`src/rtl/step_sequencer.sv`:
```
// step_sequencer: button front-end for the up/down counter datapath.
//   Synchronises and debounces the raw sum (up) and res (down) buttons, turns each
//   debounced release into one step request, cancels simultaneous up/down requests,
//   saturates at 0..MAX_VAL and offers steps to the counter over valid/ready. A
//   shadow copy of the committed count and its end-stop flags is kept here.
//
// Optional feature: define AUTOREPEAT_EN to add hold-to-repeat on each button.
//
// Ports:
//   clk_i         system clock, rising edge
//   reset_i       synchronous active-high reset
//   sum_i         raw up button (asynchronous, bouncy)
//   res_i         raw down button (asynchronous, bouncy)
//   step_ready_i  counter accepts the offered step this cycle
//   step_valid_o  step command offered
//   step_dir_o    1 = increment, 0 = decrement; meaningful while step_valid_o
//   count_o       committed count shadow
//   at_max_o      count_o == MAX_VAL
//   at_min_o      count_o == 0
module step_sequencer #(
   parameter int unsigned WIDTH        = 3,
   parameter int unsigned MAX_VAL      = 7,
   parameter int unsigned DEBOUNCE_CYC = 16,
   parameter int unsigned REPEAT_DLY   = 64,
   parameter int unsigned REPEAT_PER   = 16
) (
   input  logic             clk_i,
   input  logic             reset_i,
   input  logic             sum_i,
   input  logic             res_i,
   input  logic             step_ready_i,
   output logic             step_valid_o,
   output logic             step_dir_o,
   output logic [WIDTH-1:0] count_o,
   output logic             at_max_o,
   output logic             at_min_o
);

   // Elaboration-time parameter sanity checks.
   if (DEBOUNCE_CYC < 2) begin : g_bad_debounce
      $error("DEBOUNCE_CYC must be at least 2");
   end
   if (MAX_VAL > (2 ** WIDTH) - 1) begin : g_bad_max
      $error("MAX_VAL does not fit in WIDTH bits");
   end
   if (REPEAT_DLY < 1 || REPEAT_PER < 1) begin : g_bad_repeat
      $error("REPEAT_DLY and REPEAT_PER must be at least 1");
   end

   localparam int unsigned DbW = $clog2(DEBOUNCE_CYC);
   localparam logic [WIDTH-1:0] MaxVal = WIDTH'(MAX_VAL);

   typedef enum logic {StIdle, StOffer} state_e;

   // Bit 0 = sum (up), bit 1 = res (down) throughout.
   logic [1:0]          meta_q, sync_q;
   logic [1:0]          db_q, db_d;
   logic [1:0][DbW-1:0] db_cnt_q, db_cnt_d;
   logic [1:0]          rel;
   logic [1:0]          ev;
   logic [1:0]          pend_q, pend_d;
   state_e              state_q, state_d;
   logic                dir_q, dir_d;
   logic [WIDTH-1:0]    count_q, count_d;
   logic                at_max_q, at_max_d;
   logic                at_min_q, at_min_d;

   // Debounce: the level flips once the synced input has differed for DEBOUNCE_CYC
   // consecutive cycles. A 1->0 flip is a release event, raised in the flip cycle.
   always_comb begin
      db_d     = db_q;
      db_cnt_d = db_cnt_q;
      rel      = '0;
      for (int b = 0; b < 2; b++) begin
         if (sync_q[b] != db_q[b]) begin
            if (db_cnt_q[b] == DbW'(DEBOUNCE_CYC - 1)) begin
               db_d[b]     = sync_q[b];
               db_cnt_d[b] = '0;
               rel[b]      = db_q[b];
            end else begin
               db_cnt_d[b] = db_cnt_q[b] + DbW'(1);
            end
         end else begin
            db_cnt_d[b] = '0;
         end
      end
   end

`ifdef AUTOREPEAT_EN
   localparam int unsigned RptMax = (REPEAT_DLY > REPEAT_PER) ? REPEAT_DLY : REPEAT_PER;
   localparam int unsigned RptW   = $clog2(RptMax + 1);

   logic [1:0][RptW-1:0] rpt_cnt_q, rpt_cnt_d;
   logic [1:0]           rpt_first_q, rpt_first_d;  // still waiting for the first repeat
   logic [1:0]           rpt;
   logic                 both_held;

   assign both_held = &db_q;

   always_comb begin
      rpt_cnt_d   = rpt_cnt_q;
      rpt_first_d = rpt_first_q;
      rpt         = '0;
      for (int b = 0; b < 2; b++) begin
         if (db_q[b]) begin
            if (rpt_cnt_q[b] == RptW'((rpt_first_q[b] ? REPEAT_DLY : REPEAT_PER) - 1)) begin
               rpt_cnt_d[b]   = '0;
               rpt_first_d[b] = 1'b0;
               rpt[b]         = ~both_held;
            end else begin
               rpt_cnt_d[b] = rpt_cnt_q[b] + RptW'(1);
            end
         end else begin
            rpt_cnt_d[b]   = '0;
            rpt_first_d[b] = 1'b1;
         end
      end
   end

   always_ff @(posedge clk_i) begin
      if (reset_i) begin
         rpt_cnt_q   <= '0;
         rpt_first_q <= '1;
      end else begin
         rpt_cnt_q   <= rpt_cnt_d;
         rpt_first_q <= rpt_first_d;
      end
   end

   assign ev = rel | rpt;
`else
   assign ev = rel;
`endif

   // Arbitration and handshake. Events arriving this cycle are merged with the
   // pending slots so an idle sequencer offers the step on the very next cycle.
   always_comb begin
      state_d = state_q;
      pend_d  = pend_q | ev;
      dir_d   = dir_q;
      count_d = count_q;
      case (state_q)
         StIdle: begin
            if (pend_d[0] && pend_d[1]) begin
               pend_d = '0;  // opposite requests cancel
            end else if (pend_d[0]) begin
               pend_d[0] = 1'b0;
               if (count_q != MaxVal) begin
                  state_d = StOffer;
                  dir_d   = 1'b1;
               end
            end else if (pend_d[1]) begin
               pend_d[1] = 1'b0;
               if (count_q != '0) begin
                  state_d = StOffer;
                  dir_d   = 1'b0;
               end
            end
         end
         StOffer: begin
            if (step_ready_i) begin
               count_d = dir_q ? count_q + WIDTH'(1) : count_q - WIDTH'(1);
               state_d = StIdle;
            end
         end
         default: state_d = StIdle;
      endcase
      at_max_d = (count_d == MaxVal);
      at_min_d = (count_d == '0);
   end

   always_ff @(posedge clk_i) begin
      if (reset_i) begin
         meta_q   <= '0;
         sync_q   <= '0;
         db_q     <= '0;
         db_cnt_q <= '0;
         pend_q   <= '0;
         state_q  <= StIdle;
         dir_q    <= 1'b0;
         count_q  <= '0;
         at_max_q <= (MaxVal == '0);
         at_min_q <= 1'b1;
      end else begin
         meta_q   <= {res_i, sum_i};
         sync_q   <= meta_q;
         db_q     <= db_d;
         db_cnt_q <= db_cnt_d;
         pend_q   <= pend_d;
         state_q  <= state_d;
         dir_q    <= dir_d;
         count_q  <= count_d;
         at_max_q <= at_max_d;
         at_min_q <= at_min_d;
      end
   end

   assign step_valid_o = (state_q == StOffer);
   assign step_dir_o   = dir_q;
   assign count_o      = count_q;
   assign at_max_o     = at_max_q;
   assign at_min_o     = at_min_q;

endmodule

```
`config.mk`:
```
export PLATFORM = sky130hd
export DESIGN_NAME = step_sequencer
export DESIGN_NICKNAME = d
export VERILOG_FILES = /design/src/rtl/step_sequencer.sv
export SDC_FILE = /design/constraint.sdc
export NUM_CORES = 1
export LEC_CHECK = 0
export ABC_CLOCK_PERIOD_IN_PS = 1800
export CAP_MARGIN = 10
export CORE_MARGIN = 1.5
export CORE_UTILIZATION = 52
export DETAILED_ROUTE_END_ITERATION = 10
export GPL_ROUTABILITY_DRIVEN = 0
export PLACE_DENSITY = 0.76
export RECOVER_POWER = 100
export SYNTH_ARGS = -nofsm -noshare
export SYNTH_HDL_FRONTEND = slang
export SYNTH_SLANG_ARGS = --single-unit
```
`constraint.sdc`:
```
create_clock -name clk_i -period 1.8 [get_ports clk_i]
set_input_delay 0.36 -clock clk_i [delete_from_list [all_inputs] [get_ports clk_i]]
set_output_delay 0.36 -clock clk_i [all_outputs]
set_load 0.1 [all_outputs]
```
==> impl_metrics.yaml, run 1 <==
run_status:
  status: "finished, final reports clean"
clocking:
  path_clk_slew_ns: 0.12
  clock_path_buffers: 2
  cts_sinks: 23
  htree_levels: 1
  cts_resized: 0
  cts_root_buf: "clkbuf_4"
  tritoncts: "built"
  cts_setup_buffers: 0
  worstSkewPairLatency_ns: 0.30
  numCtsBuffers: 3
  postCtsHoldBufs: 0
final_layout:
  area.growth.synth_to_final_pct: 18.2
  num-fill-cells: 141
  finalInstanceArea_um2: 1090
  layout-drive-gt1-share_pct: 14.8
  n_antenna_cell: 0
  final_nets: 117
timing:
  rsz0062_at_grt: "no"
  fin_worst_skew_ns: 0.00174
  fmax_mhz: 606
  slew_headroom_pct: 63.9
  finalHoldViolCount: 0
  setup_viol: 0
  tightest_slew_ns: 0.543
  final_max_slew_viol_count: 0
  tns_ns: 0
  fin_crit_sh_pct: 91.7
  holdWs_ns: 0.454
  period_needed_ns: 1.65
worst_setup_path:
  crit_family: "simple AND/OR/NAND/NOR gates"
  reg2reg_from: "db_cnt_q[4]"
  critPathLaunch: "db_cnt_q[4]"
  reg2reg_slack_ns: 0.15
  cp_data_required_time_ns: 2.04
  crit_path_start_kind: "flop"
  crit_buf_inv: 0
  critPathArrivalTime_ns: 1.89
  cp_num_cells: 5
  crit_chain: "ha_1 -> and3_1 -> a31oi_4 -> or4_4 -> o211ai_2"
  cp-endpoint: "step_valid_o"
  critical_path_class: "reg -> reg"
  worstPathMaxFanout: 5
  end_kind: "flop"
  crit_path_top_delay_cell: "or4_4"
  worst_path_largest_cell_delay_ns: 0.55
  rr_worst_depth: 5
  reg2reg_to: "step_valid_o"
min_path:
  holdCritPathClass: "reg -> reg"
  hp-start: "meta_q[1]"
routing:
  remaining_drc_errors: 0
  num_vias: 670
  routedWlPerCell_um: 12.1
  dr.pass1.iters: 4
  drt_iter0_markers: 9
  via_per_inst: 5.36
  postRouteAntennaNets: 0
  wirelength_um: 1510
synthesis:
  synthTopCellsByArea: "dfxtp_1, nor2_1, xor2_1"
  synth_seq_cells: 23
  synth_cells: 93
  ys_types: 27
  synth_top_area_cell: "dfxtp_1"
  synthArstFlopShare_pct: 0
  synth_edf_count: 0
  synth_ff_type: "dfxtp_1"
  yosys.cell_count.top_type: "dfxtp_1"
  seq_area_frac_synth_pct: 49.9
  synth_nets: 101
  netlist_area_um2: 923
  synth_top_area_share_pct: 49.9
  yosys_warnings: 0
  synth_common_cells: "dfxtp_1, nor2_1, nand3_1, nor2b_1, xor2_1"
  avgSynthCellArea_um2: 9.93
placement:
  dp_hpwl_um: 1160
  portBuffers: 11
  place_area_um2: 1140
floorplan:
  io_pins: 12
  die_y_um: 45.1
  fp.dieW_um: 45.1
  initial_core_util_pct: 54.7
  fp.dieArea_um2: 2040
  coreArea_um2: 1690
  rows: 15
global_routing:
  antenna_found_initial: 0
  grt_pass1_wl_um: 2530
  track_usage_pct: 16.6
  grt_max_degree: 14
  grt_pass1_vias: 619
  gr-total-overflow: 0
pwr:
  power_mw: 0.771
  ir_drop_mv: 0.416
  p_per_area_nw_per_um2: 707
  cellLeakagePower_nw: 0.425
run:
  drv_cap: 0
-- cell usage in the layout (no fill, tap or decap), drive strengths merged, types with 2 or more instances in the layout --
cell,count
dfxtp,23
nor2,16
clkbuf,9
xor2,5
nor2b,5
nand3,5
nand2b,4
xnor2,4
inv,3
nand2,3
nor3,3
clkdlybuf4s50,3
buf,3
a31oi,3
mux2i,2
and3,2
a21oi,2
ha,2
-- routing by layer --
| metal | wire length, um | global-route usage [%] | part of all wire (%) |
|---|---|---|---|
| met1 | 750 | 23.6 | 50 |
| met2 | 719 | 25.7 | 48 |
| met3 | 38 | 3.60 | 2.5 |
| met4 | 0 | 3.53 | 0 |
| met5 | 0 | 0 | 0 |
-- stage by stage --
step | std cells | utilization (%) | setup slack (ns)
finish | 125 | 64.6 | 0.150
global route | 125 | 64.6 | 0.0485
CTS | 125 | 69.1 | 0.209
detailed placement | 121 | 67.5 | 0.102
global placement | 121 | 67.5 | 0.155
floorplan | 93 | - | 0.0562
-- how the worst min path moves through the flow --
stage / cells after the start / to
2_1_floorplan: 1 / sync_q[0]
3_3_place_gp: 1 / sync_q[0]
3_5_place_dp: 1 / sync_q[0]
4_1_cts: 1 / db_cnt_q[4]
5_1_grt: 1 / sync_q[1]
6_report: 1 / sync_q[1]
-- where the power goes --
group          total (mW)  internal, mW  switching [mW]  leakage (nW)
combinational      0.0268        0.0145          0.0123         0.220
clock               0.229        0.0826           0.146        0.0177
sequential          0.516         0.513         0.00282         0.187
total               0.771         0.610           0.161         0.425
-- layout make-up --
class	instances	area [um^2]	share of cell area, %
multi-input combinational	65	439	40.3
clock buffer	3	22.5	2.06
inverter	3	11.3	1.03
clock inverter	1	5.00	0.459
timing repair buffer	13	128	11.7
tap	17	21.3	1.95
sequential	23	464	42.5
-- registers in the layout, summed over array words and instances, names as in the netlist --
name and cells:
count_o 3, sync_q 2, db_q 2, at_min_o 1, step_valid_o 1, db_cnt_q 8, step_dir_o 1, at_max_o 1
meta_q 2, pend_q 2
-- kinds of logic (layout without fill, tap and decap cells) --
| family | after synthesis | after routing | synth area share [%] |
|---|---|---|---|
| AO/OA/AOI/OAI | 10 | 10 | 9.62 |
| adder cells (fa/ha/maj) | 3 | 3 | 4.88 |
| multiplexers | 2 | 2 | 2.17 |
| AND/OR/NAND/NOR | 41 | 41 | 22.9 |
| XOR/XNOR | 9 | 9 | 8.54 |
| buffers and inverters | 5 | 20 | 2.03 |
| flip-flops | 23 | 23 | 49.9 |
Power figures use the tool's default switching activity.
==> run 2: changes to the inputs <==
--- a/config.mk
+++ b/config.mk
@@ -5,13 +5,13 @@
 export SDC_FILE = /design/constraint.sdc
 export NUM_CORES = 1
 export LEC_CHECK = 0
-export ABC_CLOCK_PERIOD_IN_PS = 1800
+export ABC_CLOCK_PERIOD_IN_PS = 1500
 export CAP_MARGIN = 10
 export CORE_MARGIN = 1.5
-export CORE_UTILIZATION = 52
+export CORE_UTILIZATION = 47
 export DETAILED_ROUTE_END_ITERATION = 10
 export GPL_ROUTABILITY_DRIVEN = 0
-export PLACE_DENSITY = 0.76
+export PLACE_DENSITY = 0.72
 export RECOVER_POWER = 100
 export SYNTH_ARGS = -nofsm -noshare
 export SYNTH_HDL_FRONTEND = slang
==> constraint.sdc (replaced) <==
create_clock -name clk_i -period 1.5 [get_ports clk_i]
set_input_delay 0.3 -clock clk_i [delete_from_list [all_inputs] [get_ports clk_i]]
set_output_delay 0.3 -clock clk_i [all_outputs]
set_load 0.1 [all_outputs]
==> run 2 against run 1 <==
Against the previous run:
- register-to-register slack got worse by 0.11 ns
- worst hold slack got worse by 0.0053 ns
- combinational power rose by 38%
- first-iteration DRC count fell by 78%
- worst setup slack got worse by 0.11 ns
- clock-buffer cell count did not move
- global-route usage rose by 0.29 points
- critical endpoint unchanged
- highest routed layer is now met4
==> impl_metrics.yaml, run 2 (synthesized netlist as in run 1, its figures left out) <==
timing:
  setup_slack_ns: 0.0393
  period_needed_ns: 1.46
  final_max_slew_viol_count: 0
  tightest_slew_ns: 0.486
  slew_headroom_pct: 67.8
  finalHoldViolCount: 0
  fmax_mhz: 685
  tns_ns: 0
  setup_viol: 0
  rsz0062_at_grt: "no"
  fin_worst_skew_ns: 0.0110
  fin_crit_sh_pct: 97.4
placement:
  portBuffers: 11
  dp_hpwl_um: 1220
  post-place-ws_ns: -0.0376
  place_area_um2: 1230
final_layout:
  finalInstanceArea_um2: 1220
  layout-drive-gt1-share_pct: 32.5
  utilization_pct: 68.6
  area.growth.synth_to_final_pct: 32.4
  n_antenna_cell: 0
  final_cell_mix: "dfxtp_1, nor2_1, buf_4"
  multi_input_area_um2: 475
  final_nets: 126
  num-fill-cells: 135
  largest-register: "db_cnt_q"
  largest_reg_flops: 8
  regArea_um2: 474
  final_common_cell: "dfxtp_1"
run:
  drv_cap: 0
worst_setup_path:
  reg2reg_to: "step_valid_o"
  reg2reg_slack_ns: 0.04
  critical_path_class: "reg -> reg"
  worst_path_largest_cell_delay_ns: 0.52
  crit_family: "simple AND/OR/NAND/NOR gates"
  critPathArrivalTime_ns: 1.70
  crit_path_start_kind: "flop"
  reg2reg_from: "db_cnt_q[0]"
  end_kind: "flop"
  worstPathMaxFanout: 5
  crit_chain: "ha_1 -> nand3_2 -> o21bai_2 -> or4_4 -> o211ai_2"
  rr_worst_depth: 5
  cp_data_required_time_ns: 1.74
  crit_buf_inv: 0
  crit_path_top_delay_cell: "or4_4"
floorplan:
  fp.dieArea_um2: 2240
  rows: 15
  coreArea_um2: 1780
  die_y_um: 47.3
  initial_core_util_pct: 51.8
  io_pins: 12
  fp.dieW_um: 47.3
pwr:
  p_per_area_nw_per_um2: 758
  ir_drop_mv: 0.709
  power_mw: 0.926
  cellLeakagePower_nw: 0.481
clocking:
  tritoncts: "built"
  cts_sinks: 23
  numCtsBuffers: 3
  htree_levels: 1
  cts_setup_buffers: 0
  clock_path_buffers: 2
  postCtsHoldBufs: 0
  cts_root_buf: "clkbuf_4"
  path_clk_slew_ns: 0.12
  worstSkewPairLatency_ns: 0.31
routing:
  via_per_inst: 4.82
  drt_iter0_markers: 2
  remaining_drc_errors: 0
  wirelength_um: 1600
  dr.pass1.iters: 4
  postRouteAntennaNets: 0
  num_vias: 685
  routedWlPerCell_um: 11.3
run_status:
  status: "finished, final reports clean"
global_routing:
  antenna_found_initial: 0
  grt_pass1_vias: 607
  grt_max_degree: 15
  grt_pass1_wl_um: 2530
  gr-total-overflow: 0
  track_usage_pct: 16.9
min_path:
  hp-start: "meta_q[1]"
  hold_end: "sync_q[1]"
  holdCritPathClass: "reg -> reg"
  hold_depth: 1
-- run 2: changes by cell type in the layout (fill, tap and decap cells not counted), moves of 3 or more --
cell      before  now
buf_4          0    9
clkbuf_2       4    0
clkbuf_4       3    6
dfxtp_1       22   18
-- run 2: layout make-up --
type                            instances  area share [%]
Multi-Input combinational cell         65            38.9
Sequential cell                        23            38.8
Timing Repair Buffer                   22            16.6
Tap cell                               25            2.56
Clock buffer                            3            1.84
Inverter                                3           0.921
Clock inverter                          1           0.409
-- run 2: where the power goes --
group          internal [mW]  switching [mW]  total (mW)
sequential             0.612         0.00378       0.615
clock                 0.0997           0.174       0.274
combinational         0.0222          0.0149      0.0370
-- run 2: worst max path at each step --
| stage | start | to | slack (ns) | cells past startpoint |
|---|---|---|---|---|
| 6_report | db_cnt_q[0] | step_valid_o | 0.04 | 5 |
| 2_1_floorplan | step_dir_o | at_min_o | -0.12 | 5 |
| 5_1_grt | step_dir_o | at_max_o | 0.0004 | 6 |
| 3_3_place_gp | step_ready_i | step_valid_o | -0.01 | 5 |
| 4_1_cts | db_cnt_q[4] | step_valid_o | 0.0008 | 5 |
| 3_5_place_dp | step_ready_i | step_valid_o | -0.04 | 5 |
-- run 2: layer usage --
metal,up-vias,part of all wire (%),GRT usage [%]
met5,-,0,0
met4,0,1.6,6.67
li1,358,-,-
met2,9,46,27.0
met3,5,4.3,6.92
met1,313,48,20.0
-- run 2: stage by stage --
stage,cells,hold WS [ns]
3_5_place_dp,138,0.432
5_1_grt,142,0.467
4_1_cts,142,0.454
2_1_floorplan,93,0.372
6_report,142,0.448
3_3_place_gp,138,0.421
-- run 2: what timing repair did --
action	CTS	global route
gates resized for setup	1	6
pin swaps	0	1
endpoints found under the setup margin	1	5
==> patch (settings of run 2) <==
The parameter `DEBOUNCE_CYC` goes from 16 to 8.
--- a/src/rtl/step_sequencer.sv
+++ b/src/rtl/step_sequencer.sv
@@ -22,3 +22,3 @@
    parameter int unsigned MAX_VAL      = 7,
-   parameter int unsigned DEBOUNCE_CYC = 16,
+   parameter int unsigned DEBOUNCE_CYC = 8,
    parameter int unsigned REPEAT_DLY   = 64,
Behaviour: no difference found for any inputs over 10 cycles, from zero or initial values and one cycle with reset_i high; that may be too few to reach the edited logic, so the function may still have changed.
==> patch against run 2 <==
Critical path depth rose by 1; sequential power is 7.6% lower; sequential share of layout area grew 1.0 points; total power decreased by 2.1%; synthesized area shrank 8.1%; sequential cell count is 2 lower; final area is 11% lower; combinational power is 96% higher; worst setup slack got worse by 0.034 ns; routed wire length fell by 8.8%; clock power fell by 3%; clock skew down 0.0083 ns.
==> patch: results (changes against run 2) <==
- The largest clock skew in the final design is 0.00263 ns (-0.00833 ns).
- Main area contributors after synthesis: dfxtp_1 (50%), ha_1 (5.9%), nor2_1 (4.4%), mux2i_1 (3.5%), and2_1 (2.9%)
- The worst-margin pin slew was 0.486 ns (-0.000136 ns).
* Pre-CTS setup slack: -0.0137 ns (+0.0239 ns)
- Reg with most FFs: db_cnt_q
* Post-cts hold buffer count: 0 (unchanged)
- Layout cells sized above 1: 26.5% (-6.0 points)
* Reg-to-reg setup timing slack: 0.005 ns (-0.03 ns)
- Post-DP HPWL: 1090 um (-10%)
- Initial DRT Pass Iterations: 4 (unchanged)
* GRT Overall Usage: 17.0% (+0.12 points)
- In this run the worst hold path is classified as reg -> reg.
* Placed instance count: 123 (-11%)
- Critical-path top delay cell: dfxtp_1
* H-tree levels: 1 (unchanged)
- Number of nets at the end of the flow: 113 (-10%)
- The placement-stage cell area came to 0.00112 sq mm (-8.5%).
- Status: finished, final reports clean
- DRT iter0 DRCs: 6 (+4)
* Wire length of the first global-routing pass: 2440 um (-3.3%)
* Post-synth top cells: dfxtp_1 (21), nor2_1 (10), and2_1 (4), ha_1 (4), nor2b_1 (4)
- CTS-repair resized insts: 0 (-1)
* GR met1 Demand/Resource: 19.4% (-0.60 points)
- CP max FO: 3 (-2)
* Per-cell via count in the routed design: 4.87 (+1.0%)
- Vias in the first global route: 603 (-0.66%)
* Synthesized netlist net count: 92 (-8.9%)
- Hold slack: 0.438 ns (-0.00995 ns)
* Static leakage: 0.415 nW (-14%)
- Peak supply drop: 502 uV (-29%)
- The global-route met2 utilization was 28.5% (+1.4 points).
* Maximum number of pins on one net before global-route repair: 12 (-3)
- Synthesized netlist cell count: 82 (-12%)
- The unique cell type count in the Yosys netlist was 30 (+11%).
- The number of antenna violations at the first check in global routing came to 0 (unchanged).
- Met3 track demand over resource in global routing: 2.38% (-4.5 points)
* CP max stage delay: 0.33 ns (-0.19 ns)
- Max reg flops: 6 (-2)
- The mean routed wirelength per cell was 11.5 um (+2.0%).
- The arrival time of data at the critical path endpoint came to 1.68 ns (-0.02 ns).
* Clock Path Buffers: 2 (unchanged)
* Power density relative to cell area: 834 mW/mm^2 (+10%)
- The number of filler instances in the final layout was 158 (+17%).
* Number of diodes: 0 (unchanged)
* Synthesis warning total: 0 (unchanged)
* Top cell family by delay on the critical path: adder cells
- The async set-or-reset flop fraction in the synthesized netlist was 0% (unchanged).
- The count of vias placed by the detailed router came to 619 (-9.6%).
- The cell sitting at the root of the clock tree is a clkbuf_4.
- Count of buffers added by post-CTS timing repair for setup: 0 (unchanged)
- The share of the yosys chip area belonging to registers is 49.6% (-0.31 points).
- The fmax came to 0.669 GHz (-2.3%).
* Register clock-pin slew on the reported worst setup and hold paths: 0.11 ns
patch: cell count changes after synthesis, moves of 3 or more:
cell	change
nor2_1	-6
nand2b_1	-3
nand3_1	-4
and2_1	+4
xor2_1	-3
patch: routing by layer:
layer	part of all wire [%]	routed length, um	vias up
li1	-	-	315
met4	1.9	28	0
met3	3.6	52	4
met5	0	0	-
met2	51	747	12
met1	43	629	288
patch: final cells by class:
cell class,count,share of cell area [%]
flip-flops and latches,21,39.8
multi-input cells,56,39.7
repair buffers,19,14.5
well taps,25,2.88
clock buffers,4,2.42
inverters,2,0.690
patch: path summary, 6_finish.rpt:
check,startpoint,to,cells past startpoint
worst max-delay path,db_cnt_q[0]$_SDFF_PP0_,step_valid_o$_SDFF_PP0_,6
worst min register to register,db_cnt_q[0]$_SDFF_PP0_,db_cnt_q[0]$_SDFF_PP0_,1
worst min-delay path,db_cnt_q[0]$_SDFF_PP0_,db_cnt_q[0]$_SDFF_PP0_,1
worst max register to register,db_cnt_q[0]$_SDFF_PP0_,step_valid_o$_SDFF_PP0_,6
patch: where the power goes:
group | switching, mW | internal [mW]
registers | 0.00480 | 0.563
clock network | 0.163 | 0.104
logic | 0.0437 | 0.0287
total | 0.211 | 0.695
patch: cell families (layout without fill, tap and decap cells):
family,count (synthesis),in the layout,share of synthesized area [%]
fa+ha+maj,5,5,8.26
compound gates,10,10,7.37
buf+inv,5,25,2.51
mux,3,3,3.54
simple gates,33,33,22.7
xor+xnor,5,5,6.05
flops,21,21,49.6
